**config.mk**
```make
export PLATFORM = sky130hd
export DESIGN_NAME = io_responder_flat
export DESIGN_NICKNAME = d
export VERILOG_FILES = /design/src/rtl/io_map_pkg.sv /design/src/rtl/io_responder_if.sv /design/src/rtl/io_responder_fifo.sv /design/src/rtl/io_responder.sv /design/src/flat_wrapper.sv
export SDC_FILE = /design/constraint.sdc
export NUM_CORES = 1
export LEC_CHECK = 0
export ABC_CLOCK_PERIOD_IN_PS = 5600
export BUFFER_PORTS_ARGS = -buffer_cell sky130_fd_sc_hd__buf_2
export CAP_MARGIN = 20
export CORE_MARGIN = 8
export CORE_UTILIZATION = 30
export CTS_CLUSTER_DIAMETER = 100
export DETAILED_ROUTE_END_ITERATION = 10
export HOLD_SLACK_MARGIN = 0.15
export RECOVER_POWER = 50
export SLEW_MARGIN = 20
export SYNTH_ARGS = -nofsm -noshare
export SYNTH_HDL_FRONTEND = slang
export SYNTH_SLANG_ARGS = --single-unit
export TNS_END_PERCENT = 1
```
**constraint.sdc**
```tcl
create_clock -name clk -period 5.6 [get_ports clk]
set_input_delay 0.56 -clock clk [delete_from_list [all_inputs] [get_ports clk]]
set_output_delay 0.56 -clock clk [all_outputs]
set_load 0.02 [all_outputs]
```
**src/rtl/io_map_pkg.sv**
```systemverilog
// rtl/io_map_pkg.sv - IO map constants, status bit positions and UART state encoding
package io_map_pkg;

    localparam int IO_SEL_BIT = 22;

    localparam logic [3:0] IDX_LED    = 4'd0;
    localparam logic [3:0] IDX_TXDATA = 4'd1;
    localparam logic [3:0] IDX_STATUS = 4'd2;
    localparam logic [3:0] IDX_TIMER  = 4'd3;

    localparam int ST_BUSY    = 0;
    localparam int ST_FULL    = 1;
    localparam int ST_OVF     = 2;
    localparam int ST_CNT_LSB = 8;

    typedef enum logic [1:0] {
        UART_IDLE  = 2'd0,
        UART_START = 2'd1,
        UART_DATA  = 2'd2,
        UART_STOP  = 2'd3
    } uart_state_t;

endpackage

```
**src/rtl/io_responder_if.sv**
```systemverilog
// rtl/io_responder_if.sv - CPU IO bus bundle (address, write strobe, data in/out)
interface io_responder_if;

    logic [31:0] IO_mem_addr;
    logic [31:0] IO_mem_wdata;
    logic        IO_mem_wr;
    logic [31:0] IO_mem_rdata;

    modport master (
        output IO_mem_addr,
        output IO_mem_wdata,
        output IO_mem_wr,
        input  IO_mem_rdata
    );

    modport slave (
        input  IO_mem_addr,
        input  IO_mem_wdata,
        input  IO_mem_wr,
        output IO_mem_rdata
    );

endinterface

```
**src/rtl/io_responder_fifo.sv**
```systemverilog
// rtl/io_responder_fifo.sv - parameterised synchronous FIFO with occupancy count
module io_sync_fifo #(
    parameter int WIDTH = 8,
    parameter int DEPTH = 8,
    localparam int AW = $clog2(DEPTH)
) (
    input  logic             clk,
    input  logic             resetn,
    input  logic             push,
    input  logic [WIDTH-1:0] push_data,
    input  logic             pop,
    output logic [WIDTH-1:0] pop_data,
    output logic             full,
    output logic             empty,
    output logic [AW:0]      count
);

    logic [WIDTH-1:0] mem [DEPTH];
    logic [AW-1:0]    wptr;
    logic [AW-1:0]    rptr;
    logic             push_ok;
    logic             pop_ok;

    assign full     = (count == (AW+1)'(DEPTH));
    assign empty    = (count == '0);
    assign push_ok  = push && !full;
    assign pop_ok   = pop && !empty;
    assign pop_data = mem[rptr];

    // Pointers wrap naturally since DEPTH is a power of two
    always_ff @(posedge clk or negedge resetn) begin
        if (!resetn) begin
            wptr  <= '0;
            rptr  <= '0;
            count <= '0;
        end else begin
            if (push_ok) wptr <= wptr + 1'b1;
            if (pop_ok)  rptr <= rptr + 1'b1;
            case ({push_ok, pop_ok})
                2'b10:   count <= count + 1'b1;
                2'b01:   count <= count - 1'b1;
                default: count <= count;
            endcase
        end
    end

    // Storage needs no reset; only entries between the pointers are ever read
    always_ff @(posedge clk) begin
        if (push_ok) mem[wptr] <= push_data;
    end

endmodule

```
**src/rtl/io_responder.sv**
```systemverilog
// rtl/io_responder.sv - IO slave with LED register, cycle timer and FIFO-buffered 8N1 UART TX
module io_responder
    import io_map_pkg::*;
#(
    parameter int BAUD_DIV   = 104,
    parameter int FIFO_DEPTH = 8,
    parameter int LED_W      = 5
) (
    input  logic             clk,
    input  logic             resetn,
    io_responder_if.slave    bus,
    output logic [LED_W-1:0] leds,
    output logic             uart_tx
);

    localparam int CW = $clog2(FIFO_DEPTH) + 1;
    localparam int BW = (BAUD_DIV > 2) ? $clog2(BAUD_DIV) : 1;
    localparam logic [BW-1:0] BAUD_LAST = BW'(BAUD_DIV - 1);

    logic          sel;
    logic [3:0]    idx;
    logic          we;
    logic          push_req;
    logic          ovf_clr;
    logic          overflow;
    logic [31:0]   timer;
    logic          fifo_full;
    logic          fifo_empty;
    logic [CW-1:0] fifo_count;
    logic [7:0]    fifo_head;
    logic          fifo_pop;
    uart_state_t   state;
    uart_state_t   state_next;
    logic [BW-1:0] baud_cnt;
    logic          baud_done;
    logic [2:0]    bit_cnt;
    logic [7:0]    shift;
    logic          busy;
    logic          unused_bits;

    assign sel         = bus.IO_mem_addr[IO_SEL_BIT];
    assign idx         = bus.IO_mem_addr[5:2];
    assign we          = bus.IO_mem_wr & sel;
    assign push_req    = we && (idx == IDX_TXDATA);
    assign ovf_clr     = we && (idx == IDX_STATUS) && bus.IO_mem_wdata[ST_OVF];
    assign baud_done   = (baud_cnt == '0);
    assign busy        = !fifo_empty || (state != UART_IDLE);
    assign unused_bits = ^{bus.IO_mem_addr, bus.IO_mem_wdata};

    io_sync_fifo #(.WIDTH(8), .DEPTH(FIFO_DEPTH)) u_tx_fifo (
        .clk       (clk),
        .resetn    (resetn),
        .push      (push_req),
        .push_data (bus.IO_mem_wdata[7:0]),
        .pop       (fifo_pop),
        .pop_data  (fifo_head),
        .full      (fifo_full),
        .empty     (fifo_empty),
        .count     (fifo_count)
    );

    // LED register load
    always_ff @(posedge clk or negedge resetn) begin
        if (!resetn)                   leds <= '0;
        else if (we && idx == IDX_LED) leds <= bus.IO_mem_wdata[LED_W-1:0];
    end

    // Free-running cycle timer
    always_ff @(posedge clk or negedge resetn) begin
        if (!resetn) timer <= '0;
        else         timer <= timer + 32'd1;
    end

    // Sticky overflow; a dropped push wins over a simultaneous clear
    always_ff @(posedge clk or negedge resetn) begin
        if (!resetn)                     overflow <= 1'b0;
        else if (push_req && fifo_full)  overflow <= 1'b1;
        else if (ovf_clr)                overflow <= 1'b0;
    end

    // Combinational read mux; the core samples in the address cycle
    always_comb begin
        bus.IO_mem_rdata = '0;
        if (sel) begin
            case (idx)
                IDX_LED:    bus.IO_mem_rdata = 32'(leds);
                IDX_STATUS: begin
                    bus.IO_mem_rdata[ST_BUSY]                 = busy;
                    bus.IO_mem_rdata[ST_FULL]                 = fifo_full;
                    bus.IO_mem_rdata[ST_OVF]                  = overflow;
                    bus.IO_mem_rdata[ST_CNT_LSB +: 8]         = 8'(fifo_count);
                end
                IDX_TIMER:  bus.IO_mem_rdata = timer;
                default:    bus.IO_mem_rdata = '0;
            endcase
        end
    end

    // UART state register
    always_ff @(posedge clk or negedge resetn) begin
        if (!resetn) state <= UART_IDLE;
        else         state <= state_next;
    end

    // UART next-state: each bit period ends when baud_cnt reaches zero
    always_comb begin
        state_next = state;
        case (state)
            UART_IDLE:  if (!fifo_empty) state_next = UART_START;
            UART_START: if (baud_done) state_next = UART_DATA;
            UART_DATA:  if (baud_done && bit_cnt == 3'd7) state_next = UART_STOP;
            UART_STOP:  if (baud_done) state_next = fifo_empty ? UART_IDLE : UART_START;
            default:    state_next = UART_IDLE;
        endcase
    end

    // UART outputs: pop the FIFO when a new frame begins (from idle or straight after a stop bit)
    always_comb begin
        fifo_pop = 1'b0;
        if (!fifo_empty) begin
            if (state == UART_IDLE)                   fifo_pop = 1'b1;
            else if (state == UART_STOP && baud_done) fifo_pop = 1'b1;
        end
    end

    // UART datapath: bit timer, shift register and registered line
    always_ff @(posedge clk or negedge resetn) begin
        if (!resetn) begin
            uart_tx  <= 1'b1;
            baud_cnt <= '0;
            bit_cnt  <= '0;
            shift    <= '0;
        end else if (fifo_pop) begin
            shift    <= fifo_head;
            uart_tx  <= 1'b0;
            baud_cnt <= BAUD_LAST;
        end else if (state != UART_IDLE) begin
            if (baud_done) begin
                baud_cnt <= BAUD_LAST;
                case (state)
                    UART_START: begin
                        uart_tx <= shift[0];
                        bit_cnt <= '0;
                    end
                    UART_DATA: begin
                        shift <= shift >> 1;
                        if (bit_cnt == 3'd7) begin
                            uart_tx <= 1'b1;
                        end else begin
                            uart_tx <= shift[1];
                            bit_cnt <= bit_cnt + 3'd1;
                        end
                    end
                    default: uart_tx <= 1'b1;
                endcase
            end else begin
                baud_cnt <= baud_cnt - 1'b1;
            end
        end
    end

endmodule

```
**src/flat_wrapper.sv**
```systemverilog
// flat-port wrapper written by rule: the top's interface ports become plain ports
module io_responder_flat import io_map_pkg::*;
#(
    parameter int BAUD_DIV   = 104,
    parameter int FIFO_DEPTH = 8,
    parameter int LED_W      = 5
)
  (clk, resetn, leds, uart_tx, bus_IO_mem_addr, bus_IO_mem_wdata, bus_IO_mem_wr, bus_IO_mem_rdata);
  io_responder_if bus_i ();
  input  logic clk;
  input  logic resetn;
  output logic [LED_W-1:0] leds;
  output logic uart_tx;
  input wire logic [$bits(bus_i.IO_mem_addr)-1:0] bus_IO_mem_addr;
  input wire logic [$bits(bus_i.IO_mem_wdata)-1:0] bus_IO_mem_wdata;
  input wire logic [$bits(bus_i.IO_mem_wr)-1:0] bus_IO_mem_wr;
  output wire logic [$bits(bus_i.IO_mem_rdata)-1:0] bus_IO_mem_rdata;
  assign bus_i.IO_mem_addr = bus_IO_mem_addr;
  assign bus_i.IO_mem_wdata = bus_IO_mem_wdata;
  assign bus_i.IO_mem_wr = bus_IO_mem_wr;
  assign bus_IO_mem_rdata = bus_i.IO_mem_rdata;
  io_responder #(.BAUD_DIV(BAUD_DIV), .FIFO_DEPTH(FIFO_DEPTH), .LED_W(LED_W)) u_core (.clk(clk), .resetn(resetn), .bus(bus_i), .leds(leds), .uart_tx(uart_tx));
endmodule
```
==> results.yml <==
critical_path:
  critical-path-top-delay-family: "compound AO/OA/AOI/OAI gates"
  required_time_at_the_worst_slack_endpoint_ns: 5.92
  timing.critical_path.slowest_stage_cell: "sky130_fd_sc_hd__nor4b_1"
  timing_worst_setup_path_type: "flop to flop"
  crit_path_start_kind: "flop"
  critical_path.most_common_cell: "sky130_fd_sc_hd__ha_1"
  cpPeakStageDelay_ns: 0.52
  type_of_element_capturing_the_critical_path: "flop"
  crit_buf_inv: 2
  arrival_ns: 3.46
  cells_along_the_critical_path: "inv_1, ha_1, nor4b_1, a31oi_1, nor2_1, buf_4, ha_1, ha_1, a21oi_1, o21ai_0, o311ai_1"
  crit_path_max_fanout: 11
synth:
  yosysSeqAreaShare_pct: 59.28
  postSynth.asyncResetShare_pct: 51.88
  synth.top_cells.by_area: "sky130_fd_sc_hd__edfxtp_1 (31%), sky130_fd_sc_hd__dfrtp_1 (28%), sky130_fd_sc_hd__mux4_2 (5.9%)"
  synthesis.nets: 546
  synthesis.area_um2: 6157
  synth-compound-area-share_pct: 3.698
  synthXorXnorAreaFrac_pct: 5.832
  netlist_top_cells_count: "sky130_fd_sc_hd__dfrtp_1 (68), sky130_fd_sc_hd__edfxtp_1 (64), sky130_fd_sc_hd__nand2_1 (34)"
  ys.warnings.count: 0
  synth.most_common_cell: "sky130_fd_sc_hd__dfrtp_1"
  synthesis.instances: 464
  synth_simple_gate_area_share_pct: 13.45
  synth_seq_cells: 133
  synth-edff-count: 64
  synth_top_cell_by_area: "sky130_fd_sc_hd__edfxtp_1"
  synth_top_area_share_pct: 31.21
  yosys.area_share.adder_pct: 3.170
  synth_top_family_by_area: "simple AND/OR/NAND/NOR gates"
  muxShareOfSynthArea_pct: 12.21
  synth_cell_types: 54
  synthesized_area_per_cell_um2: 13.27
  synth_top_flop_cell: "sky130_fd_sc_hd__dfrtp_1"
grt:
  global_route.overflow_total: 0
  grt_pass1_vias: 3921
  antenna_violations_before_repair: 1
  track_usage_pct: 10.28
  pin_count_of_the_biggest_net_entering_global_routing: 70
  wire_length_of_the_first_global_routing_pass_um: 20730
detailed_routing:
  detail_route.drc_violations: 0
  drt.antenna.violating_nets: 0
  drt_pass_1_iters: 5
  postRouteWirelength_um: 12720
  detailedRoute.firstIterationViolations: 363
  dr_vias: 3817
  detail_route.vias_per_cell: 4.724
  routedWlPerCell_um: 15.74
placed_design:
  globalplace.congestion: 0.8112
  buffer_ports.inserted: 53
  dpl_worst_slack_ns: 2.367
  place.detailed.hpwl_um: 8807
pwr:
  comb_power_share_pct: 5.7
  switching_power_uw: 524.6
  internal-power_uw: 1836
  pwr_density_nw_per_um2: 322.0
  power_uw: 2361
  pwr-share-seq_pct: 46.2
  power.share.clock_pct: 48.1
  power_switching_share_pct: 22.22
  total_leakage_power_uw: 0.002950
  max-vdd-ir-drop_uv: 234.6
timing:
  finClkSkew_ns: 0.009092
  layout_worst_path_cycle_share_pct: 56.20
  tightest_pin_transition_ns: 0.9134
  maxSlewHeadroom_pct: 39.11
  fin_crit_ns: 3.147
  layout_setup_ws_ns: 2.453
  fmaxAchievable_mhz: 317.8
  maxSlewViolCount: 0
  finalHoldWorstSlack_ns: 0.3571
  setup_repair_after_global_routing_missed_its_margin: "false"
  setup_viol_count_final: 0
  final-hold-violation-count: 0
  tns_ns: 0
cts:
  cts_hold_buffers: 0
  resize_count_post_cts: 0
  clockRootBuffer: "sky130_fd_sc_hd__clkbuf_16"
  maximum_count_of_clock_buffers_along_a_single_path: 2
  cts.clk_slew.worst_paths_ns: 0.05
  post_cts.repair.setup_buffers: 0
  number_of_buffers_created_by_cts: 17
  cts_num_sinks: 133
  tritoncts: "done"
  clock_latency_ns: 0.42
  htree_levels: 4
finish:
  final_net_count: 607
  filler_cell_count_in_the_final_layout: 1974
  final_core_utilization_pct: 36.36
  share_of_post_route_cells_with_drive_strength_above_1_pct: 19.33
  ant_diodes: 0
  synthToLayoutAreaGrowth_pct: 19.10
floorplanning:
  core.rowCount: 52
  die-area_um2: 25360
  floorplan.core_area_um2: 20170
  initial_utilization_pct: 30.53
  floorplan.die.width_um: 159.3
  num_io_pins: 105
  fp.dieH_um: 159.3
outcome:
  run_status: "finished, final reports clean"
job:
  drv_cap: 0
worst_hold_path:
  hp-class: "input port to async pin"
registers in the layout, indices dropped and copies added (netlist names):
name                    count
u_core.u_tx_fifo.mem       64
u_core.bit_cnt              3
u_core.state                2
u_core.u_tx_fifo.count      4
u_core.timer               32
u_core.u_tx_fifo.wptr       3
u_core.overflow             1
u_core.uart_tx              1
u_core.baud_cnt             7
u_core.u_tx_fifo.rptr       3
u_core.leds                 5
u_core.shift                8
power groups by stage:
stage | clock network, uW | logic, uW | registers (uW)
final | 1140 | 134 | 1090
after global routing | 1200 | 151 | 1090
after CTS | 1160 | 138 | 1090
after detailed placement | 0 | 138 | 1110
after global placement | 0 | 130 | 1110
after floorplan | 0 | 82.0 | 1100
cells by family (layout without fill, tap and decap cells):
group	Yosys count	after routing
flops	133	133
buf+inv	35	109
simple gates	151	151
xor+xnor	41	41
mux	54	54
fa+ha+maj	15	15
compound gates	35	35
through the flow:
stage | area, um2 | std cells
after floorplan | 6157 | 464
after global placement | 6735 | 776
after detailed placement | 6735 | 776
after CTS | 7341 | 808
after global routing | 7333 | 808
final | 7333 | 808
worst reg2reg max path, cell delays in order, from the launching register on:
cell and delay [ns]:
sky130_fd_sc_hd__dfrtp_1 0.37, sky130_fd_sc_hd__inv_1 0.12, sky130_fd_sc_hd__ha_1 0.19, sky130_fd_sc_hd__nor4b_1 0.52, sky130_fd_sc_hd__a31oi_1 0.25, sky130_fd_sc_hd__nor2_1 0.13, sky130_fd_sc_hd__buf_4 0.23, sky130_fd_sc_hd__ha_1 0.33
sky130_fd_sc_hd__ha_1 0.28, sky130_fd_sc_hd__a21oi_1 0.22, sky130_fd_sc_hd__o21ai_0 0.14, sky130_fd_sc_hd__o311ai_1 0.27
path summary, 6_finish.rpt:
kind	from	endpoint	slack [ns]	cells after the start
setup / recovery	u_core.baud_cnt[0]	u_core.u_tx_fifo.count[3]	2.45	11
hold / removal	resetn	u_core.shift[7]	0.36	2
setup reg to reg	u_core.baud_cnt[0]	u_core.u_tx_fifo.count[3]	2.45	11
hold reg to reg	u_core.timer[31]	u_core.timer[31]	0.48	1
max in group asynchronous	resetn	u_core.u_tx_fifo.rptr[0]	4.62	2
min in group clk	u_core.timer[31]	u_core.timer[31]	0.48	1
cell type report:
cell class	count	area (um2)	area share, %
timing repair buffer	61	314.1	4.283
sequential	133	3651	49.79
inverter	16	60.06	0.8190
clock inverter	8	122.6	1.672
multi-input combinational	296	2365	32.25
tap	270	337.8	4.607
clock buffer	24	483.0	6.586
layer usage:
layer / GRT usage [%] / share of wire, %
met3: 2.818 / 3.9
met2: 17.72 / 52
met4: 4.974 / 2.1
met1: 11.60 / 42
met5: 0 / 0.10
cells in the final DEF (no fill, tap or decap), types with 2 or more instances in the layout:
cell type,netlist,final
sky130_fd_sc_hd__buf_2,2,44
sky130_fd_sc_hd__ha_1,14,14
sky130_fd_sc_hd__nand3_1,15,15
sky130_fd_sc_hd__clkbuf_16,0,18
sky130_fd_sc_hd__o21ai_1,6,5
sky130_fd_sc_hd__nor3b_1,3,3
sky130_fd_sc_hd__clkinv_1,2,2
sky130_fd_sc_hd__xor2_1,13,13
sky130_fd_sc_hd__and4_1,3,3
sky130_fd_sc_hd__bufinv_16,0,3
sky130_fd_sc_hd__and2_1,29,28
sky130_fd_sc_hd__inv_1,14,14
sky130_fd_sc_hd__xnor2_1,28,28
sky130_fd_sc_hd__mux2_2,2,2
sky130_fd_sc_hd__mux2_1,7,7
sky130_fd_sc_hd__o21ai_0,4,5
sky130_fd_sc_hd__edfxtp_1,64,64
sky130_fd_sc_hd__nor4_2,2,2
sky130_fd_sc_hd__clkbuf_1,13,14
sky130_fd_sc_hd__mux4_2,16,16
sky130_fd_sc_hd__a311oi_1,2,2
sky130_fd_sc_hd__nand2_1,34,34
sky130_fd_sc_hd__nand4b_1,2,2
sky130_fd_sc_hd__clkinv_2,0,3
sky130_fd_sc_hd__nand4_1,12,12
sky130_fd_sc_hd__buf_4,1,8
sky130_fd_sc_hd__nor4_1,2,2
sky130_fd_sc_hd__a31oi_1,4,4
sky130_fd_sc_hd__clkinv_4,0,2
sky130_fd_sc_hd__a21oi_1,7,7
sky130_fd_sc_hd__nor3_1,10,10
sky130_fd_sc_hd__a22oi_1,2,2
sky130_fd_sc_hd__or3_1,2,2
sky130_fd_sc_hd__nand2b_1,5,5
sky130_fd_sc_hd__nor2_1,23,22
sky130_fd_sc_hd__dfrtp_1,68,67
sky130_fd_sc_hd__a2111oi_0,2,2
sky130_fd_sc_hd__mux2i_1,29,29
Power figures use the tool's default switching activity.
